**config.mk**
```make
export PLATFORM = sky130hd
export DESIGN_NAME = mc_controller
export DESIGN_NICKNAME = d
export VERILOG_FILES = /design/src/rtl/mc_ctrl_pkg.sv /design/src/rtl/mc_controller_aludec.sv /design/src/rtl/mc_controller.sv
export SDC_FILE = /design/constraint.sdc
export NUM_CORES = 1
export LEC_CHECK = 0
export ABC_AREA = 0
export CAP_MARGIN = 20
export CORE_MARGIN = 2
export CORE_UTILIZATION = 41
export CTS_BUF_LIST = sky130_fd_sc_hd__clkbuf_16
export DETAILED_ROUTE_END_ITERATION = 10
export MAX_ROUTING_LAYER = met4
export PLACE_DENSITY = 0.83
export SYNTH_ARGS = -nofsm -noshare
export SYNTH_HDL_FRONTEND = slang
export SYNTH_SLANG_ARGS = --single-unit
```
**constraint.sdc**
```tcl
create_clock -name clk -period 4.2 [get_ports clk]
set_input_delay 0.42 -clock clk [delete_from_list [all_inputs] [get_ports clk]]
set_output_delay 0.42 -clock clk [all_outputs]
set_load 0.05 [all_outputs]
```
**src/rtl/mc_ctrl_pkg.sv**
```systemverilog
// Shared definitions for the multicycle MIPS control unit: FSM state
// encoding, opcodes, ALU-op codes and ALU function codes.
// Build option: MC_BNE_EN adds the BNE state and the bne opcode.
package mc_ctrl_pkg;

    typedef enum logic [3:0] {
        FETCH    = 4'd0,
        DECODE   = 4'd1,
        MEMADR   = 4'd2,
        MEMRD    = 4'd3,
        MEMWB    = 4'd4,
        MEMWR    = 4'd5,
        EXECUTE  = 4'd6,
        ALUWB    = 4'd7,
        BEQ      = 4'd8,
        ADDIEXEC = 4'd9,
        ADDIWB   = 4'd10,
        JUMP     = 4'd11
`ifdef MC_BNE_EN
        ,
        BNE      = 4'd12
`endif
    } statetype;

    // Opcodes, instruction[31:26]
    localparam logic [5:0] OP_RTYPE = 6'b000000;
    localparam logic [5:0] OP_LW    = 6'b100011;
    localparam logic [5:0] OP_SW    = 6'b101011;
    localparam logic [5:0] OP_BEQ   = 6'b000100;
    localparam logic [5:0] OP_ADDI  = 6'b001000;
    localparam logic [5:0] OP_J     = 6'b000010;
    localparam logic [5:0] OP_BNE   = 6'b000101;

    // aluop: how the ALU decoder chooses its function
    localparam logic [1:0] ALUOP_ADD   = 2'b00;
    localparam logic [1:0] ALUOP_SUB   = 2'b01;
    localparam logic [1:0] ALUOP_FUNCT = 2'b10;

    // alucontrol codes driven to the ALU
    localparam logic [2:0] ALU_AND = 3'b000;
    localparam logic [2:0] ALU_OR  = 3'b001;
    localparam logic [2:0] ALU_ADD = 3'b010;
    localparam logic [2:0] ALU_SUB = 3'b110;
    localparam logic [2:0] ALU_SLT = 3'b111;

    // R-type funct field values
    localparam logic [5:0] FN_ADD = 6'b100000;
    localparam logic [5:0] FN_SUB = 6'b100010;
    localparam logic [5:0] FN_AND = 6'b100100;
    localparam logic [5:0] FN_OR  = 6'b100101;
    localparam logic [5:0] FN_SLT = 6'b101010;

endpackage

```
**src/rtl/mc_controller_aludec.sv**
```systemverilog
// ALU decoder: maps aluop (and funct for R-type) to the ALU function code.
// Purely combinational; unknown funct/aluop values resolve to add.
module aludec
    import mc_ctrl_pkg::*;
(
    input  logic [5:0] funct,
    input  logic [1:0] aluop,
    output logic [2:0] alucontrol
);

    // Select ALU function from aluop, falling through to funct for R-type
    always_comb begin
        // NOTE: default assigned first so every path drives the output and no latch is inferred.
        alucontrol = ALU_ADD;
        case (aluop)
            ALUOP_ADD: alucontrol = ALU_ADD;
            ALUOP_SUB: alucontrol = ALU_SUB;
            ALUOP_FUNCT: begin
                case (funct)
                    FN_ADD:  alucontrol = ALU_ADD;
                    FN_SUB:  alucontrol = ALU_SUB;
                    FN_AND:  alucontrol = ALU_AND;
                    FN_OR:   alucontrol = ALU_OR;
                    FN_SLT:  alucontrol = ALU_SLT;
                    default: alucontrol = ALU_ADD;
                endcase
            end
            default: alucontrol = ALU_ADD;
        endcase
    end

endmodule

```
**src/rtl/mc_controller.sv**
```systemverilog
// Multicycle MIPS control unit: Moore FSM sequencing fetch/decode/execute/
// memory/writeback and driving every datapath enable and mux select.
// While reset is low every output reads 0.
// Build option: MC_BNE_EN enables the bne instruction (BNE state).
module mc_controller
    import mc_ctrl_pkg::*;
(
    input  logic       clk,
    input  logic       reset,
    input  logic [5:0] op,
    input  logic [5:0] funct,
    input  logic       zero,
    output logic       pcen,
    output logic       iord,
    output logic       memwrite,
    output logic       irwrite,
    output logic       regdst,
    output logic       memtoreg,
    output logic       regwrite,
    output logic       alusrca,
    output logic [1:0] alusrcb,
    output logic [1:0] pcsrc,
    output logic [2:0] alucontrol,
    output logic       illegal
);

    statetype   state_q, state_d;

    logic       pcwrite, branch, branchne;
    logic       iord_s, memwrite_s, irwrite_s, regdst_s, memtoreg_s;
    logic       regwrite_s, alusrca_s, illegal_s;
    logic [1:0] alusrcb_s, pcsrc_s, aluop;
    logic [2:0] alucontrol_s;

    // State register with synchronous active-low reset
    always_ff @(posedge clk) begin
        // NOTE: sequential state uses non-blocking assignments so all flops update together.
        if (!reset) state_q <= FETCH;
        else        state_q <= state_d;
    end

    // Next-state logic and Moore output decode
    always_comb begin
        state_d    = state_q;
        pcwrite    = 1'b0;
        branch     = 1'b0;
        branchne   = 1'b0;
        iord_s     = 1'b0;
        memwrite_s = 1'b0;
        irwrite_s  = 1'b0;
        regdst_s   = 1'b0;
        memtoreg_s = 1'b0;
        regwrite_s = 1'b0;
        alusrca_s  = 1'b0;
        alusrcb_s  = 2'b00;
        pcsrc_s    = 2'b00;
        aluop      = ALUOP_ADD;
        illegal_s  = 1'b0;
        case (state_q)
            FETCH: begin
                irwrite_s = 1'b1;
                pcwrite   = 1'b1;
                alusrcb_s = 2'b01;
                state_d   = DECODE;
            end
            DECODE: begin
                alusrcb_s = 2'b11;
                case (op)
                    OP_LW, OP_SW: state_d = MEMADR;
                    OP_RTYPE:     state_d = EXECUTE;
                    OP_BEQ:       state_d = BEQ;
                    OP_ADDI:      state_d = ADDIEXEC;
                    OP_J:         state_d = JUMP;
`ifdef MC_BNE_EN
                    OP_BNE:       state_d = BNE;
`endif
                    default: begin
                        illegal_s = 1'b1;
                        state_d   = FETCH;
                    end
                endcase
            end
            MEMADR: begin
                alusrca_s = 1'b1;
                alusrcb_s = 2'b10;
                state_d   = (op == OP_LW) ? MEMRD : MEMWR;
            end
            MEMRD: begin
                iord_s  = 1'b1;
                state_d = MEMWB;
            end
            MEMWB: begin
                memtoreg_s = 1'b1;
                regwrite_s = 1'b1;
                state_d    = FETCH;
            end
            MEMWR: begin
                iord_s     = 1'b1;
                memwrite_s = 1'b1;
                state_d    = FETCH;
            end
            EXECUTE: begin
                alusrca_s = 1'b1;
                alusrcb_s = 2'b00;
                aluop     = ALUOP_FUNCT;
                state_d   = ALUWB;
            end
            ALUWB: begin
                regdst_s   = 1'b1;
                regwrite_s = 1'b1;
                state_d    = FETCH;
            end
            ADDIEXEC: begin
                alusrca_s = 1'b1;
                alusrcb_s = 2'b10;
                state_d   = ADDIWB;
            end
            ADDIWB: begin
                regwrite_s = 1'b1;
                state_d    = FETCH;
            end
            BEQ: begin
                alusrca_s = 1'b1;
                aluop     = ALUOP_SUB;
                pcsrc_s   = 2'b01;
                branch    = 1'b1;
                state_d   = FETCH;
            end
`ifdef MC_BNE_EN
            BNE: begin
                alusrca_s = 1'b1;
                aluop     = ALUOP_SUB;
                pcsrc_s   = 2'b01;
                branchne  = 1'b1;
                state_d   = FETCH;
            end
`endif
            JUMP: begin
                pcsrc_s = 2'b10;
                pcwrite = 1'b1;
                state_d = FETCH;
            end
            default: state_d = FETCH;
        endcase
    end

    aludec u_aludec (
        .funct      (funct),
        .aluop      (aluop),
        .alucontrol (alucontrol_s)
    );

    // Every output is held at 0 while reset is asserted
    assign pcen       = reset & (pcwrite | (branch & zero) | (branchne & ~zero));
    assign iord       = reset & iord_s;
    assign memwrite   = reset & memwrite_s;
    assign irwrite    = reset & irwrite_s;
    assign regdst     = reset & regdst_s;
    assign memtoreg   = reset & memtoreg_s;
    assign regwrite   = reset & regwrite_s;
    assign alusrca    = reset & alusrca_s;
    assign alusrcb    = reset ? alusrcb_s    : 2'b00;
    assign pcsrc      = reset ? pcsrc_s      : 2'b00;
    assign alucontrol = reset ? alucontrol_s : 3'b000;
    assign illegal    = reset & illegal_s;

endmodule
```
==> impl_metrics.csv <==
group,metric,value,unit
clock_tree,cts_resized,0,
global_routing,grt_pass1_vias,658,
cells_and_area,regMostFlops,"state_q",
clock_tree,numCtsBuffers,3,
cells_and_area,largest_reg_flops,4,
sta,fin_setup_tns,0,ns
power_and_ir_drop,ir_drop,0.000168,V
critical_path,cp_top_family,"simple AND/OR/NAND/NOR gates",
cells_and_area,antenna_cells,0,
placed_design,finalWeightedCongestion,0.831,
sta,hold_violations,0,
route,drt_iter0_drc,20,
critical_path,cp_slowest_cell,"clkdlybuf4s50_1",
min_path,hp-class,"reg2reg",
critical_path,cp_num_cells,6,
synthesis,yosys.area.top_type,"dfxtp_1",
sta,drv_slew,0,
sta,tightestPinTransition,0.503,ns
synthesis,async_reset_ff_frac,0,
sta,max_freq,310,MHz
route,post-route-drc-count,0,
synthesis,synth-main-ff-cell,"dfxtp_1",
synthesis,yosysWarnings,0,
route,viasPerCell,5.50,
floorplan,io_pins,31,
outcome,status,"completed",
synthesis,netlist_area,588,sq um
placed_design,numPortBuffers,30,
cells_and_area,final_core_util,0.720,
synthesis,synth.avg_cell_area,6.92,sq um
clock_tree,insertion_delay,0.22,ns
cells_and_area,drive_above_1_share,0.0708,
critical_path,critical_path.cell_chain,"nand2b_1 -> or2_2 -> ha_1 -> nand2b_1 -> nor3_1 -> clkdlybuf4s50_1",
cells_and_area,largestRegisters,"state_q: 4 flops",
global_routing,grt_max_degree,14,
sta,rsz0062_at_grt,"no",
cells_and_area,multi_input_area,463,sq um
synthesis,synth.net_count,102,
synthesis,synth_seq_area_share,0.136,
synthesis,yosysTopAreaCellShare,0.136,
synthesis,synth.distinct_cells,40,
route,wire_per_inst,12.0,um
critical_path,slowest_delay,0.82,ns
critical_path,critPathKind,"reg2out",
route,dr.pass1.iters,4,
sta,setup_viol_count_final,0,
critical_path,required,3.78,ns
synthesis,synth_cells,85,
clock_tree,tritoncts,"built",
flow_run,cap_viol_max_count,0,
global_routing,grtUsageTotal,0.201,
clock_tree,ctsHtreeMaxLevel,1,
route,drt_wl_total,1540,um
power_and_ir_drop,power_density,265,nW/um^2
route,via_count,704,
placed_design,place_inst,125,
clock_tree,post_cts_buffers,0,
synthesis,synth-edff-count,0,
synthesis,synthTopCellsByArea,"dfxtp_1, nor2_1, nor3_1",
clock_tree,clk_pin_slew_worst_paths,0.03,ns
critical_path,path_common_cell,"nand2b_1",
cells_and_area,seqCellArea,80.1,sq um
floorplan,rows,13,
cells_and_area,fin_area,948,sq um
critical_path,crit_buf_inv,1,
critical_path,cp.arrival,2.81,ns
clock_tree,clk_path_buf_depth,2,
cells_and_area,syn_to_final_growth,61.3,%
power_and_ir_drop,p_leak,0.327,nW
floorplan,die-area,1750,sq um
critical_path,endpoint_kind,"output pin",
cells_and_area,fin_nets,132,
critical_path,cp-start-kind,"flop",
route,antenna_left,0,
floorplan,die_w,41.9,um
placed_design,post_dp_cell_area,873,sq um
min_path,holdPathStages,1,
global_routing,grt-ovfl-total,0,
critical_path,r2r_setup_slack,2.43,ns
critical_path,worstPathMaxFanout,13,
floorplan,core-area,1320,sq um
sta,clock_skew,0.00253,ns
critical_path,r2r_cells,4,
global_routing,grt_pass1_wl,2730,um
clock_tree,cts_sinks,4,
cells_and_area,instances_no_fill,128,
sta,finalCriticalPeriod,3.23,ns
clock_tree,cts-root-buf,"clkbuf_16",
clock_tree,postCtsHoldBufs,0,
sta,post-route-period-util,0.769,
sta,relSlewSlack,0.664,
floorplan,start_util,0.446,
cells_and_area,fillers,107,
placed_design,hpwl,1220,um
synthesis,ys_ff_latch,4,
global_routing,antenna_found_initial,0,
sta,fin_hold_ws,0.655,ns
floorplan,fp.dieH,41.9,um
-- worst register-to-register path, delay by kind of cell (launching register included) --
kind            cells  cell delay [ns]
flops               1             0.52
compound gates      1             0.13
simple gates        3             1.05
-- area by class of cell --
| class | count | area share |
|---|---|---|
| Clock buffer | 3 | 0.0792 |
| Inverter | 3 | 0.0119 |
| Multi-Input combinational cell | 73 | 0.488 |
| Sequential cell | 4 | 0.0844 |
| Tap cell | 15 | 0.0198 |
| Timing Repair Buffer | 30 | 0.317 |
-- per-stage QoR --
stage               setup slack [ns]  total power, mW
finish                         0.971            0.252
global route                   0.780            0.263
CTS                            0.958            0.254
detailed placement              1.19            0.106
global placement                1.19            0.106
floorplan                       1.14           0.0797
-- power breakdown --
group / switching, mW / internal [mW] / total [mW]
Sequential: 0.00353 / 0.0395 / 0.0431
Clock: 0.0241 / 0.121 / 0.145
Combinational: 0.0338 / 0.0294 / 0.0633
-- cells in the final DEF, fill, tap and decap left out, types with 2 or more instances in the layout --
master and instances:
a21boi_0 2, a21oi_1 4, clkbuf_16 3, clkdlybuf4s50_1 30, dfxtp_1 4, ha_1 2
inv_1 3, nand2_1 6, nand2b_1 4, nand3_1 2, nor2_1 12, nor2b_1 3
nor3_1 8, nor3b_1 4, o21a_1 2, or4_1 2, xnor2_1 2
-- per-layer routing --
layer | global-route usage | wire length, um | vias to the layer above
li1 | - | - | 366
met4 | 0.0774 | 0 | 0
met2 | 0.319 | 712 | 22
met5 | - | 0 | -
met3 | 0.0304 | 63 | 0
met1 | 0.255 | 760 | 316
-- cell usage after synthesis (all sizes together), types with 2 or more instances --
library cell and instances:
nor2 12, nor3 8, nand2 6, a21oi 4, dfxtp 4, nand2b 4, nor3b 4, or4 4
buf 3, inv 3, nor2b 3, a21boi 2, clkbuf 2, ha 2, nand3 2, o21a 2
o21ai 2, xnor2 2
-- logic make-up after synthesis --
logic type      synth area share
simple gates               0.483
compound gates             0.217
buf+inv                   0.0766
flops                      0.136
xor+xnor                  0.0447
fa+ha+maj                 0.0425
-- worst paths after layout --
| path | start | endpoint |
|---|---|---|
| worst max-delay path | state_q[2] | alucontrol[0] |
| worst min-delay path | state_q[0] | state_q[3] |
| worst min register to register | state_q[0] | state_q[3] |
| worst max register to register | state_q[0] | state_q[2] |
No activity file was read; power rests on OpenSTA's default activity.
